**src/rtl/instruction_fetch_sequencer_pkg.sv**
```systemverilog
// rtl/instruction_fetch_sequencer_pkg.sv - shared types and constants for the instruction fetch sequencer
//
// Contents:
//   ADDR_W_DEFAULT  default address / program counter width
//   LH_LOW/LH_HIGH  IRLH encodings (low half / high half of the instruction register)
//   fetch_state_t   FSM state encoding
//   is_req_state    true in the two states that have a memory read outstanding
package instruction_fetch_sequencer_pkg;

  localparam int ADDR_W_DEFAULT = 16;

  localparam logic LH_LOW  = 1'b0;
  localparam logic LH_HIGH = 1'b1;

  typedef enum logic [2:0] {
    ST_IDLE   = 3'd0,
    ST_REQ_LO = 3'd1,
    ST_WR_LO  = 3'd2,
    ST_REQ_HI = 3'd3,
    ST_WR_HI  = 3'd4
  } fetch_state_t;

  function automatic logic is_req_state(input fetch_state_t s);
    return (s == ST_REQ_LO) || (s == ST_REQ_HI);
  endfunction

endpackage

```
**src/rtl/instruction_pc_counter.sv**
```systemverilog
// rtl/instruction_pc_counter.sv - loadable, incrementing, wrapping program counter register
//
// Ports:
//   Clock      rising-edge clock
//   Reset      synchronous active-low reset, Count returns to RESET_PC
//   Load       load Count from LoadValue (wins over Increment)
//   LoadValue  value taken on Load
//   Increment  advance Count by one, wrapping modulo 2^ADDR_W
//   Count      current value
module instruction_pc_counter
  import instruction_fetch_sequencer_pkg::*;
#(
  parameter int                ADDR_W   = ADDR_W_DEFAULT,
  parameter logic [ADDR_W-1:0] RESET_PC = {ADDR_W{1'b0}}
) (
  input  logic              Clock,
  input  logic              Reset,
  input  logic              Load,
  input  logic [ADDR_W-1:0] LoadValue,
  input  logic              Increment,
  output logic [ADDR_W-1:0] Count
);

  localparam logic [ADDR_W-1:0] PC_STEP = ADDR_W'(1);

  // Plain modular addition: the carry out of the top bit is dropped, so
  // all-ones rolls over to zero with no overflow indication.
  always_ff @(posedge Clock) begin
    if (!Reset) begin
      Count <= RESET_PC;
    end else if (Load) begin
      Count <= LoadValue;
    end else if (Increment) begin
      Count <= Count + PC_STEP;
    end
  end

endmodule

```
**src/rtl/instruction_fetch_sequencer.sv**
```systemverilog
// rtl/instruction_fetch_sequencer.sv - fetches a 16-bit instruction as two bytes into the instruction register
//
// Ports:
//   Clock        rising-edge clock
//   Reset        synchronous active-low reset
//   Start        begin a fetch (looked at only in IDLE)
//   PCLoad       load PC from PCLoadValue (looked at only in IDLE)
//   PCLoadValue  new PC value
//   MemReady     memory data valid for the outstanding read
//   MemData      memory read byte
//   MemRead      read request, high in REQ_LO / REQ_HI
//   MemAddress   read address, always equal to PC
//   IRData       registered memory byte presented to the instruction register
//   IRWrite      instruction register write strobe
//   IRLH         half select for IRWrite (LH_LOW = IR[7:0], LH_HIGH = IR[15:8])
//   PC           current program counter
//   Busy         high whenever the FSM is not in IDLE
//   Done         one-cycle pulse in the cycle the high byte is written
//
// The low byte is fetched from PC and the high byte from PC+1 (little-endian);
// PC advances once per written byte, so after a fetch it points at the next
// instruction.
module instruction_fetch_sequencer
  import instruction_fetch_sequencer_pkg::*;
#(
  parameter int                ADDR_W   = ADDR_W_DEFAULT,
  parameter logic [ADDR_W-1:0] RESET_PC = {ADDR_W{1'b0}}
) (
  input  logic              Clock,
  input  logic              Reset,
  input  logic              Start,
  input  logic              PCLoad,
  input  logic [ADDR_W-1:0] PCLoadValue,
  input  logic              MemReady,
  input  logic [7:0]        MemData,
  output logic              MemRead,
  output logic [ADDR_W-1:0] MemAddress,
  output logic [7:0]        IRData,
  output logic              IRWrite,
  output logic              IRLH,
  output logic [ADDR_W-1:0] PC,
  output logic              Busy,
  output logic              Done
);

  fetch_state_t state;
  fetch_state_t state_next;

  logic pc_load;
  logic pc_inc;
  logic mem_capture;

  // State register
  always_ff @(posedge Clock) begin
    if (!Reset) begin
      state <= ST_IDLE;
    end else begin
      state <= state_next;
    end
  end

  // MemReady only means something while a read is outstanding; anywhere else
  // it is ignored so stray pulses cannot corrupt the held byte.
  assign mem_capture = is_req_state(state) && MemReady;

  always_ff @(posedge Clock) begin
    if (!Reset) begin
      IRData <= 8'h00;
    end else if (mem_capture) begin
      IRData <= MemData;
    end
  end

  // Next-state and Moore output decode. All strobes come from the state
  // register alone; PCLoad is only forwarded to the counter while idle.
  always_comb begin
    state_next = state;
    MemRead    = 1'b0;
    IRWrite    = 1'b0;
    IRLH       = LH_LOW;
    Busy       = 1'b1;
    Done       = 1'b0;
    pc_load    = 1'b0;
    pc_inc     = 1'b0;

    case (state)
      ST_IDLE: begin
        Busy    = 1'b0;
        pc_load = PCLoad;
        if (Start) begin
          state_next = ST_REQ_LO;
        end
      end

      // Wait states are unbounded: the request stays up until memory answers.
      ST_REQ_LO: begin
        MemRead = 1'b1;
        if (MemReady) begin
          state_next = ST_WR_LO;
        end
      end

      ST_WR_LO: begin
        IRWrite    = 1'b1;
        IRLH       = LH_LOW;
        pc_inc     = 1'b1;
        state_next = ST_REQ_HI;
      end

      ST_REQ_HI: begin
        MemRead = 1'b1;
        if (MemReady) begin
          state_next = ST_WR_HI;
        end
      end

      ST_WR_HI: begin
        IRWrite    = 1'b1;
        IRLH       = LH_HIGH;
        pc_inc     = 1'b1;
        Done       = 1'b1;
        state_next = ST_IDLE;
      end

      default: begin
        Busy       = 1'b0;
        state_next = ST_IDLE;
      end
    endcase
  end

  instruction_pc_counter #(
    .ADDR_W   (ADDR_W),
    .RESET_PC (RESET_PC)
  ) u_pc (
    .Clock     (Clock),
    .Reset     (Reset),
    .Load      (pc_load),
    .LoadValue (PCLoadValue),
    .Increment (pc_inc),
    .Count     (PC)
  );

  assign MemAddress = PC;

endmodule

```
**config.mk**
```make
export PLATFORM = sky130hd
export DESIGN_NAME = instruction_fetch_sequencer
export DESIGN_NICKNAME = d
export VERILOG_FILES = /design/src/rtl/instruction_fetch_sequencer_pkg.sv /design/src/rtl/instruction_pc_counter.sv /design/src/rtl/instruction_fetch_sequencer.sv
export SDC_FILE = /design/constraint.sdc
export NUM_CORES = 1
export LEC_CHECK = 0
export ABC_AREA = 1
export BUFFER_PORTS_ARGS = -buffer_cell sky130_fd_sc_hd__buf_4
export CAP_MARGIN = 20
export CORE_MARGIN = 4
export CORE_UTILIZATION = 44
export DETAILED_ROUTE_END_ITERATION = 8
export PLACE_DENSITY = 0.78
export SLEW_MARGIN = 20
export SYNTH_ARGS = -nofsm -noshare
export SYNTH_HDL_FRONTEND = slang
export SYNTH_SLANG_ARGS = --single-unit
```
**constraint.sdc**
```tcl
create_clock -name Clock -period 1.3 [get_ports Clock]
set_input_delay 0.195 -clock Clock [delete_from_list [all_inputs] [get_ports Clock]]
set_output_delay 0.195 -clock Clock [all_outputs]
set_load 0.01 [all_outputs]
```
### Word-level counts from Yosys, hierarchy flattened

Index checks and enable logic that the tools add are counted.
Widths: inputs -> output; s select.

* reduce and logical (&&, ||, !) cells: 8
* muxes and demuxes: 11
* equality and inequality tests: 7
* add/subtract/negate cells: 1

Operator list (count)
* $mux 16: 2
* $add 16x1->16 const B: 1
* $pmux 3 s4: 1
* $mux 3: 3
* $eq 3x2->1 const B: 2
* $ne 2x2->1 const B: 3
* $mux 1: 5
* $reduce_or 2->1: 2
* $reduce_or 4->1: 1
* $eq 3x1->1 const B: 1
* $eq 3x3->1 const B: 1
* $logic_not 3->1: 1
* $reduce_and 3->1: 1
* $reduce_bool 2->1: 1
* $logic_and 1x1->1: 1
* $logic_or 1x1->1: 1

* output and inout port bits: 45
* word-level logic and storage cells: 30
* bits of input ports: 29
* bits in registers: 27

### Logic depth before layout (Yosys ltp)

Gate-level depths: netlist of the first run.

* depth in word-level cells: 5
* mapped depth: 10
* mapped depth without buffers: 10

### Modules after synthesis

From an unflattened synthesis of the first run, not the netlist that was laid out.

* cells, all modules: 228
* area total of the unflattened synthesis: 1696.6 µm²

Modules (own cells, without submodules)
* instruction_pc_counter: area an instance 1012.2 µm², seq. area each 320.3 µm², cells an instance 148, times used 1
* instruction_fetch_sequencer: area an instance 684.4 µm², seq. area each 220.2 µm², cells an instance 80, times used 1

### Worst setup path after synthesis of the first run

No wires, ideal clock.

* path type: register to register
* start point: reg u_pc.Count[1]
* end point: reg u_pc.Count[10]
* cell stages (with the launch flop): 11
* required time: 1.185 ns
* path buffers: 0
* slack: -0.110 ns
* clock period less this slack: 1.410 ns
* arrival time: 1.295 ns
* path through: dfxtp_1 ha_1 nand3_1 inv_2 nand2_1 inv_1 nand3_1 nor2_1 nor2_1 nor2_1 nor2_1

* longest elaborated chain between the ends: 3

Ends and longest elaborated chain
* start, declared: RTL line instruction_pc_counter.sv:21 `output logic [ADDR_W-1:0] Count`
* start signal, assigned: RTL line instruction_pc_counter.sv:32 `Count <= LoadValue;`
* start signal, assigned: RTL line instruction_pc_counter.sv:34 `Count <= Count + PC_STEP;`
* $add 16x1->16: RTL line instruction_pc_counter.sv:34
* $mux 16: RTL line instruction_pc_counter.sv:33 `end else if (Increment) begin`
* $mux 16: RTL line instruction_pc_counter.sv:31 `end else if (Load) begin`

Every way passes these cells. The select of a mux whose other input is x is not followed.
A chain may end at the register's enable or synchronous reset.

### Worst setup path in the final report of the first run

* start point: reg state[2]
* end point: out Busy

* longest elaborated chain between the ends: 3

Ends and longest elaborated chain
* start, declared: RTL line instruction_fetch_sequencer.sv:46 `fetch_state_t state;`
* start signal, assigned: RTL line instruction_fetch_sequencer.sv:58 `state <= state_next;`
* $eq 3x1->1, or another cell as far along: RTL line instruction_fetch_sequencer.sv:86 `case (state)`
* $reduce_or 4->1 (no source line) *
* $mux 1 *: RTL line instruction_fetch_sequencer.sv:86
* end, declared: RTL line instruction_fetch_sequencer.sv:42 `output logic Busy,`

Mark *: on every way between the ends. The rest lies on a longest branch, timed or not.

==> results.sh, run 1 <==
export IMPL_synth_area_leaders="dfxtp_1 30%, nand2_1 13%, nand3_1 8.8%"
export IMPL_antenna_found_initial=0
export IMPL_die_y_um=72.30
export IMPL_holdPathStages=3
export IMPL_cts_max_level=1
export IMPL_worstSkewPairLatency_ns=0.29
export IMPL_r2r_slack_ns=-0.11
export IMPL_ys_warn_count=0
export IMPL_cts_tree="yes"
export IMPL_drive_gt1_share_pct=50.41
export IMPL_r2r_end="u_pc.Count[8]"
export IMPL_power_share_combinational_pct=44.6
export IMPL_power_mw=2.711
export IMPL_hp_class="in2reg"
export IMPL_required_ns=1.11
export IMPL_worstHoldEndpoint="u_pc.Count[5]"
export IMPL_drt_iter0_markers=230
export IMPL_route_vias_total=2111
export IMPL_cap_violations=0
export IMPL_synth_largest_area_cell="dfxtp_1"
export IMPL_slew_violations=0
export IMPL_fin_tns_setup_ns=-1.096
export IMPL_fin_crit_sh_pct=108.9
export IMPL_p_clk_share_pct=19.5
export IMPL_path_buf_inv=3
export IMPL_dp_hpwl_um=3993
export IMPL_drc=0
export IMPL_track_usage_pct=21.49
export IMPL_hold_start="Reset"
export IMPL_postRouteAntennaNets=0
export IMPL_final_nets=396
export IMPL_core_sq_um=4000
export IMPL_critPathSlowestCell="dfxtp_4"
export IMPL_reg2reg_from="state[2]"
export IMPL_grt_overflow=0
export IMPL_worst_slew_pin_slew_ns=0.3222
export IMPL_synth_top_cell_area_share_pct=29.71
export IMPL_crit_type="reg2out"
export IMPL_grt_max_degree=24
export IMPL_yosys_register_bits=27
export IMPL_cp_arrival_ns=1.22
export IMPL_routed_via_density=5.087
export IMPL_diodes=0
export IMPL_finClkSkew_ns=0.003335
export IMPL_cp_end_kind="output pin"
export IMPL_reg2reg_depth=9
export IMPL_start_util_pct=45.48
export IMPL_fmax_mhz=706.7
export IMPL_critPathMaxFanout=5
export IMPL_setup_viol=19
export IMPL_path_delay_family="flip-flops"
export IMPL_failed_checks="setup timing"
export IMPL_p_switching_uw=970.2
export IMPL_io_buffers=73
export IMPL_finalCriticalPeriod_ns=1.415
export IMPL_die_area_sq_um=5227
export IMPL_routedWlPerCell_um=13.46
export IMPL_clock_path_buffers=2
export IMPL_synth_cell_types=34
export IMPL_hold_viol=0
export IMPL_yosysSeqAreaShare_pct=29.71
export IMPL_relSlewSlack_pct=78.52
export IMPL_place_congestion=0.8676
export IMPL_die_w_um=72.30
export IMPL_synth_nets=297
export IMPL_numCtsBuffers=3
export IMPL_grt_pass1_vias=2036
export IMPL_ir_drop_mv=0.7105
export IMPL_wl_um=5584
export IMPL_power_internal_mw=1.740
export IMPL_post_synth_cell_area_avg_sq_um=6.814
export IMPL_drt_pass1_iterations=4
export IMPL_cts_root_buf="clkbuf_8"
export IMPL_crit_chain="buf_6, nand3_4, buf_6, o211ai_1, buf_4"
export IMPL_grt_first_pass_wirelength_um=8963
export IMPL_powerDensity_nw_per_um2=953.1
export IMPL_start_kind="register"
export IMPL_path_common_cell="buf_6"
export IMPL_rsz0062_at_grt="yes"
export IMPL_switching_share_pct=35.79
export IMPL_io_pins=74
export IMPL_pwr_share_seq_pct=35.9
export IMPL_power_leakage_nw=1.314
export IMPL_syn2layout_area_growth_pct=56.33
export IMPL_rows=23
export IMPL_syn_area_sq_um=1819
export IMPL_cts_sinks=27
export IMPL_clk_pin_slew_ns=0.10
export IMPL_fin_ws_ns=-0.1151
export IMPL_synth_cells=267
export IMPL_critPathMaxStageDelay_ns=0.39
export IMPL_outcome="finished with violations"
-- cells in the final DEF (no fill, tap or decap), drive strengths merged, types with 2 or more instances in the layout --
| master | count |
|---|---|
| a21oi | 25 |
| buf | 119 |
| clkbuf | 3 |
| dfxtp | 27 |
| inv | 32 |
| nand2 | 66 |
| nand3 | 35 |
| nand3b | 2 |
| nand4 | 4 |
| nor2 | 27 |
| nor3 | 3 |
| o211ai | 2 |
| o21ai | 14 |
-- worst reg2reg max path, stage by stage (launching register included) --
cell	delay, ns
dfxtp_4	0.38
buf_6	0.12
nor2_4	0.13
nand3_4	0.14
inv_4	0.11
nor2_4	0.05
buf_6	0.13
nor3_2	0.10
a21oi_1	0.09
nor2_1	0.11
-- layer usage --
metal	track usage [%]	vias up	wire, um
li1	-	1052	-
met1	25.32	948	2240
met2	37.71	93	2717
met3	6.094	18	501
met4	6.263	0	125
met5	0	-	0
-- worst max-delay path by stage --
stage | from | to | slack (ns) | depth (start not counted)
after CTS | state[2] | Busy | -0.09 | 5
final | state[2] | Busy | -0.12 | 5
after global placement | state[2] | u_pc.Count[8] | -0.04 | 9
after floorplan | u_pc.Count[1] | u_pc.Count[10] | 0.02 | 10
after global routing | state[2] | u_pc.Count[8] | -0.21 | 9
after detailed placement | state[2] | u_pc.Count[8] | -0.06 | 9
-- state kept, by name (all words and copies together) (netlist names) --
signal,flops
u_pc.Count,16
IRData,8
state,3
-- through the flow --
step	instance area [sq um]	util (%)	hold slack [ns]	cells	setup slack, ns
final	2844	71.10	0.1295	415	-0.1151
after detailed placement	2496	62.40	0.4320	397	-0.05998
after global placement	2496	62.40	0.4337	397	-0.04106
after floorplan	1834	-	0.2926	267	0.01858
after CTS	2735	68.38	0.1407	409	-0.09353
after global routing	2844	71.10	0.1360	415	-0.2091
-- synth_stat cells --
cell,n
nor2_4,1
nand3_2,3
o21ai_1,3
ha_1,1
inv_1,22
a21oi_1,16
o21ai_0,5
buf_2,1
a31oi_1,1
buf_12,1
nand2_1,62
inv_4,1
o21bai_1,1
buf_4,17
nor3b_2,1
nand2_2,2
nand4_1,4
clkbuf_1,2
nand3_1,32
nor2_1,24
o211ai_1,2
a21oi_2,9
nor2_2,2
dfxtp_1,27
o21ai_2,6
buf_1,1
nand3b_1,2
buf_6,4
a211oi_1,1
nor3_1,2
nand2_8,1
inv_2,8
xor2_1,1
nor3_2,1
-- logic make-up after synthesis --
kind of cell / count (synthesis) / share of synthesized area (%)
simple gates: 137 / 35.28
buf+inv: 57 / 18.02
compound gates: 44 / 15.82
flops: 27 / 29.71
fa+ha+maj: 1 / 0.6876
xor+xnor: 1 / 0.4815
-- what timing repair did --
action | in CTS | in global routing
resized for setup | 34 | 18
pin swaps | 4 | 7
hold buffers | 0 | 0
gates cloned | 1 | 0
endpoints found under the setup margin | 20 | 21
setup buffers | 8 | 6
-- final cells by class --
| type | count | area [sq um] |
|---|---|---|
| inverter | 31 | 123.9 |
| multi-input combinational | 184 | 1081 |
| timing repair buffer | 119 | 970.9 |
| clock buffer | 3 | 41.29 |
| clock inverter | 1 | 8.758 |
| fill | 323 | 1156 |
| sequential | 27 | 555.5 |
| tap | 50 | 62.56 |
-- power by group through the flow --
stage / logic, mW / clock network, mW / registers [mW]
finish: 1.21 / 0.528 / 0.973
global route: 1.31 / 0.577 / 0.987
CTS: 1.13 / 0.522 / 0.973
detailed placement: 1.01 / 0 / 0.989
global placement: 0.997 / 0 / 0.985
floorplan: 0.561 / 0 / 1.03
(Power assumes the default switching activity.)
==> run 2, diff against run 1 <==
--- a/config.mk
+++ b/config.mk
@@ -11,7 +11,9 @@
 export CORE_MARGIN = 4
 export CORE_UTILIZATION = 44
 export DETAILED_ROUTE_END_ITERATION = 8
+export GPL_TIMING_DRIVEN = 0
 export PLACE_DENSITY = 0.78
+export SETUP_SLACK_MARGIN = 0.15
 export SLEW_MARGIN = 20
 export SYNTH_ARGS = -nofsm -noshare
 export SYNTH_HDL_FRONTEND = slang
==> run 2 against run 1 <==
  * Critical endpoint is now u_pc.Count[8]
  * The flow still finishes with violations (setup timing)
  * Register-to-register slack barely moved
  * Critical path type is now reg2reg
  * Sequential share of layout area down 0.85 points
  * Non-clock buffer count is 5 higher
==> results.sh, run 2 (synthesized netlist as in run 1, its figures left out) <==
export IMPL_critPathSlowestCell="dfxtp_4"
export IMPL_antenna_found_initial=0
export IMPL_postRouteAntennaNets=0
export IMPL_finish_instance_area_sq_um=3188
export IMPL_cts_tree="yes"
export IMPL_clk_pin_slew_ns=0.11
export IMPL_dp_slack_ns=-0.04918
export IMPL_start_util_pct=45.48
export IMPL_die_w_um=72.30
export IMPL_hp_class="in2reg"
export IMPL_finalCriticalPeriod_ns=1.410
export IMPL_io_pins=74
export IMPL_power_internal_mw=1.846
export IMPL_power_share_combinational_pct=47.4
export IMPL_required_ns=1.45
export IMPL_rsz0062_at_grt="yes"
export IMPL_grt_overflow=0
export IMPL_worstSkewPairLatency_ns=0.28
export IMPL_cp_arrival_ns=1.56
export IMPL_cp_end_kind="register"
export IMPL_fin_crit_sh_pct=108.5
export IMPL_cts_hold_buf=0
export IMPL_power_leakage_nw=1.410
export IMPL_drt_iter0_markers=254
export IMPL_cts_sinks=27
export IMPL_cts_root_buf="clkbuf_8"
export IMPL_critPathMaxFanout=7
export IMPL_finClkSkew_ns=0.009632
export IMPL_slew_violations=0
export IMPL_io_buffers=72
export IMPL_hold_viol=0
export IMPL_largest_registers="u_pc.Count x16, IRData x8, state x3"
export IMPL_relSlewSlack_pct=45.91
export IMPL_fin_ws_ns=-0.1105
export IMPL_holdPathStages=3
export IMPL_core_sq_um=4000
export IMPL_setup_viol=19
export IMPL_switching_share_pct=37.06
export IMPL_finish_utilization_pct=79.70
export IMPL_numCtsBuffers=3
export IMPL_critPathMaxStageDelay_ns=0.39
export IMPL_crit_type="reg2reg"
export IMPL_wl_um=6983
export IMPL_fmax_mhz=709.0
export IMPL_drc=0
export IMPL_outcome="finished with violations"
export IMPL_reg2reg_depth=8
export IMPL_cts_max_level=1
export IMPL_clock_path_buffers=2
export IMPL_start_kind="register"
export IMPL_grt_first_pass_wirelength_um=8914
export IMPL_failed_checks="setup timing"
export IMPL_place_area_sq_um=2472
export IMPL_crit_chain="nor2_4, nand3_4, buf_12, buf_12, nand2_1, o21ai_1, a21oi_1, nor2_1"
export IMPL_powerDensity_nw_per_um2=920.1
export IMPL_routedWlPerCell_um=16.59
export IMPL_cap_violations=0
export IMPL_rows=23
export IMPL_final_common_cell="buf_4"
export IMPL_dpl_cell_count=389
export IMPL_dp_hpwl_um=3875
export IMPL_route_vias_total=2283
export IMPL_largest_reg_flops=16
export IMPL_syn2layout_area_growth_pct=75.24
export IMPL_diodes=0
export IMPL_die_y_um=72.30
export IMPL_final_nets=402
export IMPL_worst_slew_pin_slew_ns=0.8113
export IMPL_grt_pass1_vias=1953
export IMPL_stdcell_count=421
export IMPL_p_clk_share_pct=17.4
export IMPL_place_congestion=0.8480
export IMPL_largest_register="u_pc.Count"
export IMPL_path_common_cell="buf_12"
export IMPL_layout_common_cells="89 x buf_4, 44 x nand2_1, 27 x buf_6, 18 x nand3_1, 18 x a21oi_2"
export IMPL_drt_pass1_iterations=4
export IMPL_track_usage_pct=21.32
export IMPL_drive_gt1_share_pct=64.69
export IMPL_grt_max_degree=16
export IMPL_p_switching_mw=1.087
export IMPL_die_area_sq_um=5227
export IMPL_routed_via_density=5.423
export IMPL_pwr_share_seq_pct=35.2
export IMPL_ir_drop_mv=0.6971
## run 2: cell types whose count changed in the layout (fill, tap and decap cells not counted), sizes merged
cell and delta:
clkbuf +2, clkinv +1, inv -1, nand2 +1, buf +3
## run 2: timing repair
action                                  CTS  global route
pin swaps                                 9            21
buffers inserted                          9            17
endpoints found under the setup margin   35            35
gates resized for setup                  55            80
cloned                                    1             1
## run 2: cell type report
type                       instances  area [sq um]
fill                             254         812.0
inverter                          31         138.9
tap                               50         62.56
clock buffer                       3         41.29
timing repair buffer              98         830.8
clock inverter                     1         5.005
multi-input combinational        185          1270
buffer                            26         244.0
sequential                        27         595.6
## run 2: final timing paths
check             startpoint       endpoint  slack, ns
setup / recovery    state[0]  u_pc.Count[8]      -0.11
hold / removal    MemData[5]      IRData[5]       0.17
hold reg to reg    IRData[0]      IRData[0]       0.49
setup reg to reg    state[0]  u_pc.Count[8]      -0.11
## run 2: critical path, delay by kind of cell (launching register included)
family | cells | cell delay (ns)
compound gates | 2 | 0.19
flops | 1 | 0.39
buf+inv | 2 | 0.31
simple gates | 4 | 0.38
## run 2: metal layers
layer	routed length [um]	up-vias	global-route usage, %
met1	2565	1069	25.64
li1	-	1070	-
met3	555	25	4.986
met5	0	-	0
met4	274	0	6.889
met2	3587	119	37.21
## run 2: power by group through the flow
stage / clock network [mW] / registers, mW / logic [mW]
after floorplan: 0 / 1.04 / 0.566
after global placement: 0 / 1.03 / 0.938
after detailed placement: 0 / 1.04 / 0.954
after CTS: 0.507 / 1.02 / 1.11
after global routing: 0.551 / 1.04 / 1.48
final: 0.510 / 1.03 / 1.39
## run 2: through the flow
step,TNS [ns],power [mW],hold slack [ns]
final,-1.250,2.933,0.1661
after global routing,-2.369,3.078,0.1598
after CTS,-0.3041,2.636,0.1657
after detailed placement,-0.3327,1.990,0.4541
after global placement,-0.1011,1.971,0.4358
after floorplan,0,1.608,0.2926
